==> config.mk <==
export PLATFORM = sky130hd
export DESIGN_NAME = shift_arbiter_flat
export DESIGN_NICKNAME = d
export VERILOG_FILES = /design/src/rtl/shift_arbiter_if.sv /design/src/rtl/shift_arbiter.sv /design/src/flat_wrapper.sv
export SDC_FILE = /design/constraint.sdc
export NUM_CORES = 1
export LEC_CHECK = 0
export ABC_CLOCK_PERIOD_IN_PS = 2830
export BUFFER_PORTS_ARGS = -buffer_cell sky130_fd_sc_hd__buf_4
export CORE_MARGIN = 2
export CORE_UTILIZATION = 45
export DETAILED_ROUTE_END_ITERATION = 16
export GPL_ROUTABILITY_DRIVEN = 0
export PLACE_DENSITY = 0.7
export SYNTH_ARGS = -nofsm -noshare
export SYNTH_HDL_FRONTEND = slang
export SYNTH_SLANG_ARGS = --single-unit
==> constraint.sdc <==
create_clock -name clock -period 2.83 [get_ports clock]
set_input_delay 0.4245 -clock clock [delete_from_list [all_inputs] [get_ports clock]]
set_output_delay 0.4245 -clock clock [all_outputs]
set_load 0.05 [all_outputs]
==> src/rtl/shift_arbiter_if.sv <==
// Request/response bundle between two shift requesters and the shared shifter arbiter.
// The master side is the requesters; the slave side is the arbiter.
interface shift_arbiter_if;
    logic [1:0]  req_valid;
    logic [1:0]  req_lock;
    logic [1:0]  req_ready;
    logic [31:0] req_data0;
    logic [4:0]  req_amt0;
    logic [31:0] req_data1;
    logic [4:0]  req_amt1;
    logic [1:0]  resp_valid;
    logic [1:0]  resp_ready;
    logic [31:0] resp_data0;
    logic [31:0] resp_data1;
    logic        owner;
    logic        locked;

    modport master (
        output req_valid, req_lock, req_data0, req_amt0, req_data1, req_amt1, resp_ready,
        input  req_ready, resp_valid, resp_data0, resp_data1, owner, locked
    );

    modport slave (
        input  req_valid, req_lock, req_data0, req_amt0, req_data1, req_amt1, resp_ready,
        output req_ready, resp_valid, resp_data0, resp_data1, owner, locked
    );
endinterface

==> src/rtl/shift_arbiter.sv <==
// Round-robin arbiter with bounded lock sharing one 32-bit left shifter; result registered, 1-cycle latency.
// Backpressure: a requester is only granted when its response slot is empty or being drained this cycle.
module shift_arbiter #(
    parameter int unsigned MAX_LOCK = 8
) (
    input  logic            clock,
    input  logic            reset_n,
    shift_arbiter_if.slave  bus
);

    typedef enum logic {ARB, LOCKED} state_t;

    localparam logic [3:0] MAX_CNT = 4'(MAX_LOCK);

    state_t      state_q, state_d;
    logic        ptr_q, ptr_d;
    logic [3:0]  cnt_q, cnt_d;
    logic        owner_q, owner_d;
    logic [1:0]  resp_valid_q, resp_valid_d;
    logic [31:0] resp_data0_q, resp_data1_q;

    logic [1:0]  slot_free, elig, grant;
    logic        gidx, accept;
    logic [31:0] sh_data, sh_res;
    logic [4:0]  sh_amt;

    always_comb begin
        slot_free = ~resp_valid_q | bus.resp_ready;
        elig      = bus.req_valid & slot_free;
    end

    // Grant selection: the lock owner is the only candidate while locked.
    always_comb begin
        gidx   = 1'b0;
        accept = 1'b0;
        if (state_q == LOCKED) begin
            gidx   = owner_q;
            accept = elig[owner_q];
        end else begin
            unique case (elig)
                2'b01:   begin gidx = 1'b0;  accept = 1'b1; end
                2'b10:   begin gidx = 1'b1;  accept = 1'b1; end
                2'b11:   begin gidx = ptr_q; accept = 1'b1; end
                default: begin gidx = 1'b0;  accept = 1'b0; end
            endcase
        end
        if (!reset_n) accept = 1'b0;
        grant = {accept & gidx, accept & ~gidx};
    end

    always_comb begin
        sh_data = gidx ? bus.req_data1 : bus.req_data0;
        sh_amt  = gidx ? bus.req_amt1  : bus.req_amt0;
        sh_res  = sh_data << sh_amt;
    end

    // The count includes the grant that takes the lock, so a lock spans at most MAX_LOCK grants.
    always_comb begin
        state_d = state_q;
        ptr_d   = ptr_q;
        cnt_d   = cnt_q;
        owner_d = owner_q;
        if (accept) ptr_d = ~gidx;
        unique case (state_q)
            ARB: begin
                if (accept && bus.req_lock[gidx]) begin
                    owner_d = gidx;
                    if (MAX_CNT != 4'd1) begin
                        state_d = LOCKED;
                        cnt_d   = 4'd1;
                    end
                end
            end
            LOCKED: begin
                if (accept) begin
                    if (bus.req_lock[owner_q] && (cnt_q < MAX_CNT - 4'd1)) begin
                        cnt_d = cnt_q + 4'd1;
                    end else begin
                        state_d = ARB;
                        cnt_d   = 4'd0;
                    end
                end else if (!bus.req_lock[owner_q]) begin
                    state_d = ARB;
                    cnt_d   = 4'd0;
                end
            end
            default: state_d = ARB;
        endcase
        resp_valid_d = (resp_valid_q & ~bus.resp_ready) | grant;
    end

    always_ff @(posedge clock or negedge reset_n) begin
        if (!reset_n) begin
            state_q      <= ARB;
            ptr_q        <= 1'b0;
            cnt_q        <= 4'd0;
            owner_q      <= 1'b0;
            resp_valid_q <= 2'b00;
            resp_data0_q <= 32'd0;
            resp_data1_q <= 32'd0;
        end else begin
            state_q      <= state_d;
            ptr_q        <= ptr_d;
            cnt_q        <= cnt_d;
            owner_q      <= owner_d;
            resp_valid_q <= resp_valid_d;
            if (grant[0]) resp_data0_q <= sh_res;
            if (grant[1]) resp_data1_q <= sh_res;
        end
    end

    assign bus.req_ready  = grant;
    assign bus.resp_valid = resp_valid_q;
    assign bus.resp_data0 = resp_data0_q;
    assign bus.resp_data1 = resp_data1_q;
    assign bus.owner      = owner_q;
    assign bus.locked     = (state_q == LOCKED);

endmodule
==> src/flat_wrapper.sv <==
// flat-port wrapper written by rule: the top's interface ports become plain ports
module shift_arbiter_flat 
#(
    parameter int unsigned MAX_LOCK = 8
)
  (clock, reset_n, bus_req_valid, bus_req_lock, bus_req_data0, bus_req_amt0, bus_req_data1, bus_req_amt1, bus_resp_ready, bus_req_ready, bus_resp_valid, bus_resp_data0, bus_resp_data1, bus_owner, bus_locked);
  shift_arbiter_if bus_i ();
  input  logic clock;
  input  logic reset_n;
  input wire logic [$bits(bus_i.req_valid)-1:0] bus_req_valid;
  input wire logic [$bits(bus_i.req_lock)-1:0] bus_req_lock;
  input wire logic [$bits(bus_i.req_data0)-1:0] bus_req_data0;
  input wire logic [$bits(bus_i.req_amt0)-1:0] bus_req_amt0;
  input wire logic [$bits(bus_i.req_data1)-1:0] bus_req_data1;
  input wire logic [$bits(bus_i.req_amt1)-1:0] bus_req_amt1;
  input wire logic [$bits(bus_i.resp_ready)-1:0] bus_resp_ready;
  output wire logic [$bits(bus_i.req_ready)-1:0] bus_req_ready;
  output wire logic [$bits(bus_i.resp_valid)-1:0] bus_resp_valid;
  output wire logic [$bits(bus_i.resp_data0)-1:0] bus_resp_data0;
  output wire logic [$bits(bus_i.resp_data1)-1:0] bus_resp_data1;
  output wire logic [$bits(bus_i.owner)-1:0] bus_owner;
  output wire logic [$bits(bus_i.locked)-1:0] bus_locked;
  assign bus_i.req_valid = bus_req_valid;
  assign bus_i.req_lock = bus_req_lock;
  assign bus_i.req_data0 = bus_req_data0;
  assign bus_i.req_amt0 = bus_req_amt0;
  assign bus_i.req_data1 = bus_req_data1;
  assign bus_i.req_amt1 = bus_req_amt1;
  assign bus_i.resp_ready = bus_resp_ready;
  assign bus_req_ready = bus_i.req_ready;
  assign bus_resp_valid = bus_i.resp_valid;
  assign bus_resp_data0 = bus_i.resp_data0;
  assign bus_resp_data1 = bus_i.resp_data1;
  assign bus_owner = bus_i.owner;
  assign bus_locked = bus_i.locked;
  shift_arbiter #(.MAX_LOCK(MAX_LOCK)) u_core (.clock(clock), .reset_n(reset_n), .bus(bus_i));
endmodule
# [Yosys cells after proc, flatten, opt, wreduce, memory -nomap -nowiden]
# Cells that the tools add are included.
[totals] register_bits=73 output_inout_bits=70 in_bits=82 wordCells=55
[op_classes] muxes=23 n_bitwise=10 eq_ne=5 n_lt_le_gt_ge=3 reduce_logical=5 shift=1 n_addsub=1
[ops] op="$mux W32" count=1
[ops] op="$shl A32 B5 Y32" count=1
[ops] op="$mux W4" count=4
[ops] op="$mux W1" count=14
[ops] op="$pmux W4 S2" count=1
[ops] op="$mux W5" count=1
[ops] op="$add A4 B1 Y4 const B" count=1
[ops] op="$and A2 B2 Y2" count=2
[ops] op="$eq A2 B2 Y1 const B" count=2
[ops] op="$lt A1 B2 Y1 const B" count=2
[ops] op="$lt A4 B3 Y1 const B" count=1
[ops] op="$not A2 Y2" count=2
[ops] op="$or A2 B2 Y2" count=2
[ops] op="$pmux W1 S2" count=2
[ops] op="$reduce_and A2 Y1" count=2
[ops] op="$ne A3 B3 Y1 const B" count=1
[ops] op="$reduce_or A3 Y1" count=1
[ops] op="$and A1 B1 Y1" count=2
[ops] op="$eq A2 B1 Y1 const B" count=1
[ops] op="$logic_and A1 B1 Y1" count=2
[ops] op="$ne A2 B1 Y1 const B" count=1
[ops] op="$not A1 Y1" count=2

# [Logic depth before layout (Yosys ltp)]
# Gate-level depths: netlist (run 1).
[logic_depth] depth_word=11 mapped_depth=11 mapped_depth_nobuf=8

# [Worst setup path after synthesis (run 1)]
# OpenSTA, ideal clock, no wires.
[synth_path] path_kind="register to register" startpoint="register u_core.resp_valid_q[0] (netlist: u_core.bus.resp_valid[0])" endpoint="register u_core.resp_data0_q[22] (netlist: u_core.bus.resp_data0[22])" slack_ns=0.124 setup_ns=0.125 t_required_ns=2.705 synth_period_minus_slack_ns=2.706 path_stages_with_launch=11 t_arrival_ns=2.581 path_buffers=4 cell_sequence="dfrtp_1 > nor2b_2 > o311ai_4 > o21a_1 > buf_6 > buf_6 > buf_4 > nand2_2 > inv_2 > buf_4 > mux2_2"
[synth_via] elab_chain_cells=9 word_cells_on_any_way=19 cone_classes="3 x eq/ne; 1 x shift; 9 x mux; 5 x bitwise; 1 x reduce/logical"
[synth_rtl] item="from (decl)" line_no="shift_arbiter.sv:19" text="logic [1:0] resp_valid_q, resp_valid_d;"
[synth_rtl] item="from (signal assigned)" line_no="shift_arbiter.sv:106" text="resp_valid_q <= resp_valid_d;"
[synth_rtl] item="$not A2 Y2 (*)" line_no="shift_arbiter.sv:28" text="slot_free = ~resp_valid_q | bus.resp_ready;"
[synth_rtl] item="$or A2 B2 Y2 (*)" line_no="shift_arbiter.sv:28"
[synth_rtl] item="$and A2 B2 Y2 (*)" line_no="shift_arbiter.sv:29" text="elig = bus.req_valid & slot_free;"
[synth_rtl] item="$eq A2 B1 Y1 or $eq A2 B2 Y1 (tied branches)" line_no="shift_arbiter.sv:40" text="unique case (elig)"
[synth_rtl] item="$reduce_or A3 Y1 (no line)"
[synth_rtl] item="$mux W1" line_no="shift_arbiter.sv:40"
[synth_rtl] item="$mux W1" line_no="shift_arbiter.sv:36" text="if (state_q == LOCKED) begin"
[synth_rtl] item="$mux W1" line_no="shift_arbiter.sv:47" text="if (!reset_n) accept = 1'b0;"
[synth_rtl] item="$and A1 B1 Y1 (*)" line_no="shift_arbiter.sv:48" text="grant = {accept & gidx, accept & ~gidx};"
[synth_rtl] item="named net bus_req_ready[0]" line_no="flat_wrapper.sv:17" text="output wire logic [$bits(bus_i.req_ready)-1:0] bus_req_ready;"
[synth_rtl] item="to (signal assigned)" line_no="shift_arbiter.sv:107" text="if (grant[0]) resp_data0_q <= sh_res;"
[synth_rtl] item="to (decl)" line_no="shift_arbiter.sv:20" text="logic [31:0] resp_data0_q, resp_data1_q;"
# The timed path passes the listed nets; every way through them passes the cells marked *. The select of a mux whose other input is x is not followed.
# A chain may end at the register's enable or synchronous reset.

# [Worst setup path in the final report (run 1)]
[layout_path] startpoint="register u_core.resp_valid_q[0] (netlist: u_core.bus.resp_valid[0])" endpoint="output port bus_req_ready[1]"
[layout_via] elab_chain_cells=9 word_cells_on_any_way=15 cone_classes="3 x eq/ne; 7 x mux; 4 x bitwise; 1 x reduce/logical"
[layout_rtl] item="$not A2 Y2 (*)" line_no="shift_arbiter.sv:28"
[layout_rtl] item="$or A2 B2 Y2 (*)" line_no="shift_arbiter.sv:28"
[layout_rtl] item="$and A2 B2 Y2 (*)" line_no="shift_arbiter.sv:29"
[layout_rtl] item="$eq A2 B1 Y1 or $eq A2 B2 Y1 (tied branches)" line_no="shift_arbiter.sv:40"
[layout_rtl] item="$reduce_or A3 Y1 (no line)"
[layout_rtl] item="$mux W1" line_no="shift_arbiter.sv:40"
[layout_rtl] item="$mux W1" line_no="shift_arbiter.sv:36"
[layout_rtl] item="$mux W1" line_no="shift_arbiter.sv:47"
[layout_rtl] item="$and A1 B1 Y1 (*)" line_no="shift_arbiter.sv:48"
[layout_rtl] item="to (decl)" line_no="flat_wrapper.sv:17"
# Mark *: on every way between the ends. The rest lies on a longest branch, timed or not. The select of a mux whose other input is x is not followed.

==> key figures, run 1 <==
Status
  – Status: completed

STA
  – Slew Limit Fails: 0
  – Worst slew pin tran: 0.918 ns
  – Final setup viols: 0
  – Fmax: 369 MHz
  – Clock Skew: 0.00635 ns
  – Setup repair after global routing missed its margin: no
  – Relative slew slack: 38.8%
  – Final Cycle Share: 95.6%
  – Final TNS setup: 0 ns
  – Minimum clock period: 2.71 ns
  – Fin. Hold Viols: 0

Die
  – Starting Density: 45.8%
  – Num ports: 152
  – Die height: 117 um
  – DIE AREA: 13,700 um^2
  – # rows: 41
  – Core area: 12,600 um^2
  – Die width: 117 um

Clock network
  – Clock Root Buffer: clkbuf_16
  – Clock transition at path regs: 0.05 ns
  – Clock Latency Late Sink: 0.33 ns
  – Clock buffer count from CTS: 9
  – CTS Sinks: 73
  – H-tree depth: 3
  – CTS tree: built
  – Clock Path Buffers: 2

Finish
  – Nets: 821
  – Area of the multi-input gates: 3670 um^2
  – Register area: 1830 um^2
  – Share of layout cells above drive strength 1: 40.3%
  – Fillers: 1,090
  – Area grow syn2layout: 30.7%
  – Core Util, Final: 59.9%
  – Antenna diodes: 0

Logic synthesis
  – Adder-cell share of the synthesized area: 0.217%
  – Ys async rst share: 100%
  – Synth Area in Compound Gates: 14.3%
  – FF+latch count, synth: 73
  – Multiplexer area fraction after synthesis: 37.5%
  – Main combinational cell family by area after synthesis: multiplexers
  – Sequential share of the synthesized area: 31.7%
  – Post-synth EDFFs: 0
  – Syn Area/Cell: 9.86 um^2
  – Xor and xnor area share after synthesis: 0%
  – Post-Syn Instances: 584
  – Area leader, netlist: dfrtp_1
  – Primary FF master, synth: dfrtp_1
  – Synth Area in Simple Gates: 11.6%
  – Syn nets: 667
  – Top-area cell type share of the netlist area: 31.7%
  – Synth Cell Area: 5760 um^2
  – YS warnings: 0
  – Top post-synthesis cells by area: dfrtp_1 32%, mux2i_1 17%, mux2_2 11%, mux4_2 7.0%, nand2_1 5.2%
  – Distinct cell type count after synthesis: 52

Setup path
  – Max FO, Critical Path: 16
  – Most frequent CP cell: buf_4
  – Worst Path Required: 2.41 ns
  – Cell family with most CP delay: buffers and inverters
  – Crit-path max cell delay: 0.36 ns
  – Crit Path Class: reg2out
  – Crit path capture type: output pin
  – Worst path cell trace: nor2b_2, o311ai_4, buf_4, o21ai_2, buf_12, nand2_1, inv_2, buf_4
  – CP arrival: 2.28 ns
  – Slowest CP cell: dfrtp_1
  – Worst path bufs/invs: 4
  – Startpoint Class: register

Detailed routing
  – Detail Route Antenna Nets: 0
  – Vias: 5,243
  – Post-route DRC: 0
  – WL final: 16.8 mm
  – Pre-antenna DRT Iters: 5
  – Drt wl/cell: 18.4 um
  – Initial DRC Count: 457
  – Via-to-Cell Ratio: 5.74

GRT
  – Initial antenna violation count: 0
  – Total congestion overflow: 0
  – First-pass GRT wire length: 26.8 mm
  – Global Route Usage Sum: 25.2%
  – Largest net degree at the start of global routing: 74
  – Vias in the first global route: 5,188

Pwr
  – Pwr dens: 1120 nW/um^2
  – Cell Int Power: 4.27 mW
  – Net Sw Power: 4.16 mW
  – Gate power share: 65.0%
  – VDD IR max: 0.000905 V
  – Sw Ratio: 49.4%
  – Clock power share: 14.0%
  – Leakage: 3.54 nW
  – Sequential power share: 20.9%

Placed design
  – Placed wire-length estimate: 13.0 mm
  – Port Buffers: 151

Run
  – Max_cap viols: 0

Hold path
  – Worst hold path type: in2async
[through the flow]
step	setup slack (ns)	area [um^2]	hold slack (ns)	power [mW]	std cells
finish	0.123	7520	0.311	8.43	914
global route	0.0114	7520	0.380	8.89	914
CTS	0.127	7430	0.347	8.31	905
detailed placement	0.0124	7120	0.473	7.10	890
global placement	0.0507	7120	0.465	7.01	890
floorplan	0.124	5760	0.129	5.47	584
[area by class of cell]
cell class	instances	area share, %
Sequential cell	73	24.3
Timing Repair Buffer	186	19.4
Tap cell	172	2.86
Multi-Input combinational cell	457	48.8
Clock inverter	5	1.08
Clock buffer	10	3.04
Inverter	11	0.549
[Yosys cell counts (4+ instances only)]
cell type and number:
a31oi_1 6, nand2_1 80, nor2b_1 11, mux2i_4 4
a22oi_1 4, nor3_1 6, nor2_1 31, o21ai_0 28
inv_1 8, mux2_2 58, dfrtp_1 73, mux4_2 18
nand3_1 9, buf_2 25, mux2i_1 95, clkbuf_1 12
o21ai_1 6, nand2b_1 4, o31ai_1 16, a211oi_1 10
a21oi_1 30
[kinds of logic after synthesis]
| group | after synthesis |
|---|---|
| compound gates | 125 |
| simple gates | 152 |
| fa+ha+maj | 1 |
| flops | 73 |
| mux | 179 |
| buf+inv | 54 |
[power by group through the flow]
stage                     combinational (mW)  sequential (mW)  clock [mW]
final                                   5.48             1.76        1.18
after global placement                  5.25             1.76           0
after CTS                               5.34             1.76        1.20
after floorplan                         2.34             3.13           0
after detailed placement                5.33             1.77           0
after global routing                    5.81             1.82        1.26
[state kept, by name, indices dropped and copies added (netlist names)]
register,cells
u_core.cnt_q,4
u_core.bus.locked,1
u_core.bus.owner,1
u_core.bus.resp_valid,2
u_core.bus.resp_data1,32
u_core.bus.resp_data0,32
u_core.ptr_q,1
[layer usage]
metal  track usage (%)  wire length, um  part of all wire, %  vias to the layer above
li1                  -                -                    -                     2461
met5                 0                0                    0                        -
met3              5.30             1210                  7.2                       27
met1              32.0             6840                   41                     2536
met2              44.0             8540                   51                      219
met4              6.04              247                  1.5                        0
[repair_timing]
| item | CTS | global route |
|---|---|---|
| buffers inserted | 0 | 9 |
| resized for setup | 0 | 3 |
| endpoints found under the setup margin | 0 | 6 |
| hold buffers | 0 | 0 |
| hold endpoints to repair | 0 | 0 |
[cells in the final DEF, fill, tap and decap left out, drive strengths merged, types with 5 or more instances in the layout]
cell type and n:
a211oi 11, a21oi 30, a22oi 5, a31oi 6, buf 186, clkbuf 10
dfrtp 73, inv 11, mux2 61, mux2i 100, mux4 18, nand2 81
nand2b 5, nand3 9, nor2 31, nor2b 12, nor3 6, o21ai 35
o31ai 16
[final timing paths]
check / start / end / slack [ns] / cells after the start
hold / removal: reset_n / u_core.bus.locked / 0.31 / 2
hold reg to reg: u_core.bus.resp_data1[17] / u_core.bus.resp_data1[17] / 0.48 / 2
setup reg to reg: u_core.bus.resp_valid[0] / u_core.bus.resp_data1[24] / 0.15 / 10
setup / recovery: u_core.bus.resp_valid[0] / bus_req_ready[1] / 0.12 / 8
max in group asynchronous: reset_n / u_core.bus.resp_data0[26] / 1.91 / 2
min in group clock: bus_resp_ready[0] / u_core.bus.resp_valid[0] / 0.43 / 3
(Power assumes the default switching activity.)
==> run 2, diff against run 1 <==
--- a/config.mk
+++ b/config.mk
@@ -11,7 +11,7 @@
 export CORE_UTILIZATION = 45
 export DETAILED_ROUTE_END_ITERATION = 16
 export GPL_ROUTABILITY_DRIVEN = 0
-export PLACE_DENSITY = 0.7
+export PLACE_DENSITY = 0.8
 export SYNTH_ARGS = -nofsm -noshare
 export SYNTH_HDL_FRONTEND = slang
 export SYNTH_SLANG_ARGS = --single-unit
==> run 2 against run 1 <==
- first-iteration DRC count grew 17%
- sequential cell count unchanged
- hold slack better by 0.017 ns
- combinational power down 1%
- critical path type is now reg2reg
- critical endpoint is now u_core.bus.resp_data1[31]
- largest cell class unchanged
- largest power group unchanged
==> key figures, run 2 (synthesis gave the netlist of run 1 again) <==
Finish
  – Register area: 1830 um^2 (unchanged)
  – Share of layout cells above drive strength 1: 40.0% (was 40.3%)
  – Antenna diodes: 0 (unchanged)
  – Area of the multi-input gates: 3680 um^2 (was 3670 um^2)
  – Most common cell after layout, fill and taps aside: buf_4 (unchanged)
  – Fillers: 1,031 (was 1,090)
  – Nets: 813 (was 821)
  – Most frequent cells in the layout: 176 x buf_4, 93 x mux2i_1, 79 x nand2_1, 73 x dfrtp_1, 58 x mux2_2 (was 181 x buf_4, 94 x mux2i_1, 80 x nand2_1, 73 x dfrtp_1, 58 x mux2_2)
  – Area grow syn2layout: 29.0% (was 30.7%)

Setup path
  – Worst path cell trace: nor2b_2, o311ai_4, o21a_1, buf_12, mux2_4, mux2i_1, mux2i_1, mux2i_1, mux2_2 (was nor2b_2, o311ai_4, buf_4, o21ai_2, buf_12, nand2_1, inv_2, buf_4)
  – Most frequent CP cell: mux2i_1 (was buf_4)
  – Worst Path Required: 3.10 ns (was 2.41 ns)
  – Max FO, Critical Path: 25 (was 16)
  – Crit path capture type: register (was output pin)
  – Startpoint Class: register (unchanged)
  – Crit-path max cell delay: 0.44 ns (was 0.36 ns)
  – Crit Path Class: reg2reg (was reg2out)
  – R2R depth: 9 (was 10)
  – Worst R2R End: u_core.bus.resp_data1[31] (was u_core.bus.resp_data1[24])
  – R2R setup slack: 0.06 ns (was 0.15 ns)
  – Critical path origin: u_core.bus.resp_valid[0] (unchanged)
  – Critical path destination: u_core.bus.resp_data1[31] (was bus_req_ready[1])
  – Cell family with most CP delay: multiplexers (was buffers and inverters)
  – Reg-to-reg startpoint: u_core.bus.resp_valid[0] (unchanged)
  – Slowest CP cell: mux2_4 (was dfrtp_1)
  – WP depth: 9 (was 8)
  – Worst path bufs/invs: 1 (was 4)
  – CP arrival: 3.04 ns (was 2.28 ns)

Clock network
  – Clock Path Buffers: 2 (unchanged)
  – H-tree depth: 3 (unchanged)
  – Clock transition at path regs: 0.07 ns (was 0.05 ns)
  – Hold_buf cts: 0 (unchanged)
  – Clock buffer count from CTS: 9 (unchanged)
  – CTS Sinks: 73 (unchanged)
  – CTS tree: built (unchanged)
  – Clock Root Buffer: clkbuf_16 (unchanged)
  – Clock Latency Late Sink: 0.33 ns (about the same)

Status
  – Status: completed (unchanged)

Detailed routing
  – Drt wl/cell: 19.0 um (was 18.4 um)
  – Detail Route Antenna Nets: 0 (unchanged)
  – Via-to-Cell Ratio: 5.90 (was 5.74)
  – WL final: 17.2 mm (was 16.8 mm)
  – Top sig layer: met4 (unchanged)
  – Routed wl met3: 1.34 mm (was 1.21 mm)
  – Vias: 5,351 (was 5,243)
  – Post-route DRC: 0 (unchanged)
  – Pre-antenna DRT Iters: 6 (was 5)
  – M1 WL: 7.23 mm (was 6.84 mm)
  – Initial DRC Count: 536 (was 457)
  – Met2 routed WL: 8.05 mm (was 8.54 mm)

STA
  – Fin. Hold Viols: 0 (unchanged)
  – Final setup viols: 0 (unchanged)
  – Relative slew slack: 40.5% (was 38.8%)
  – Final TNS setup: 0 ns (unchanged)
  – Worst slew pin tran: 0.892 ns (was 0.918 ns)
  – Hold_ws: 0.328 ns (was 0.311 ns)
  – Clock Skew: 0.00726 ns (was 0.00635 ns)
  – Final Cycle Share: 97.8% (was 95.6%)
  – Slew Limit Fails: 0 (unchanged)
  – Minimum clock period: 2.77 ns (was 2.71 ns)
  – Fmax: 361 MHz (was 369 MHz)

Die
  – Num ports: 152 (unchanged)
  – Die height: 117 um (unchanged)
  – Starting Density: 45.8% (unchanged)
  – # rows: 41 (unchanged)
  – Core area: 12,600 um^2 (unchanged)
  – DIE AREA: 13,700 um^2 (unchanged)
  – Die width: 117 um (unchanged)

Pwr
  – VDD IR max: 0.000831 V (was 0.000905 V)
  – Leakage: 3.49 nW (was 3.54 nW)
  – Pwr dens: 1120 nW/um^2 (about the same)
  – Total power: 8.36 mW (was 8.43 mW)

GRT
  – Total congestion overflow: 0 (unchanged)
  – Vias in the first global route: 5,069 (was 5,188)
  – Largest net degree at the start of global routing: 74 (unchanged)
  – Global Route Usage Sum: 25.0% (was 25.2%)
  – First-pass GRT wire length: 26.4 mm (was 26.8 mm)
  – Initial antenna violation count: 0 (unchanged)

Run
  – Max_cap viols: 0 (unchanged)

Placed design
  – Port Buffers: 151 (unchanged)
  – Placed wire-length estimate: 13.5 mm (was 13.0 mm)

Hold path
  – Worst hold path type: in2async (unchanged)
## run 2: worst min-delay path by stage
stage	slack (ns)	from	to	cells after the start
after CTS	0.36	reset_n	u_core.bus.resp_data0[8]	2
after global routing	0.42	reset_n	u_core.bus.resp_data0[3]	2
after detailed placement	0.48	u_core.bus.resp_data1[0]	u_core.bus.resp_data1[0]	2
after global placement	0.46	u_core.bus.resp_data1[0]	u_core.bus.resp_data1[0]	2
final	0.33	reset_n	u_core.bus.resp_data1[2]	2
after floorplan	0.13	reset_n	u_core.bus.locked	0
## run 2: metrics by stage
stage / setup WS, ns / instance area [um^2] / util, % / instances
finish: 0.0622 / 7430 / 59.1 / 907
global route: -0.00228 / 7430 / 59.1 / 907
CTS: 0.118 / 7400 / 58.9 / 905
detailed placement: 0.0809 / 7090 / 56.4 / 889
global placement: 0.115 / 7090 / 56.4 / 889
floorplan: 0.124 / 5760 / - / 584
## run 2: timing repair
item / 4_1_cts / 5_1_grt
setup buffers: 0 / 2
setup endpoints to repair: 0 / 6
resized for setup: 0 / 4
## run 2: cell type report
class	count	area share (%)
multi-input combinational	457	49.5
sequential	73	24.6
timing repair buffer	178	18.3
clock buffer	9	3.03
tap	172	2.90
clock inverter	7	1.11
inverter	11	0.556
## run 2: worst register-to-register path, cell delays in order (launching register included)
cell and delay [ns]:
dfrtp_1 0.40, nor2b_2 0.17, o311ai_4 0.27, o21a_1 0.20, buf_12 0.20, mux2_4 0.45
mux2i_1 0.41, mux2i_1 0.17, mux2i_1 0.25, mux2_2 0.20
## run 2: layer usage
layer  up-vias  global-route usage [%]
li1       2459                       -
met1      2514                    33.8
met2       314                    40.8
met3        64                    3.60
met4         0                    9.73
met5         -                       0
## run 2: where the power goes
group | switching (mW) | leakage [nW] | internal, mW
registers | 0.292 | 0.945 | 1.47
logic | 3.46 | 2.40 | 1.94
clock network | 0.489 | 0.145 | 0.699
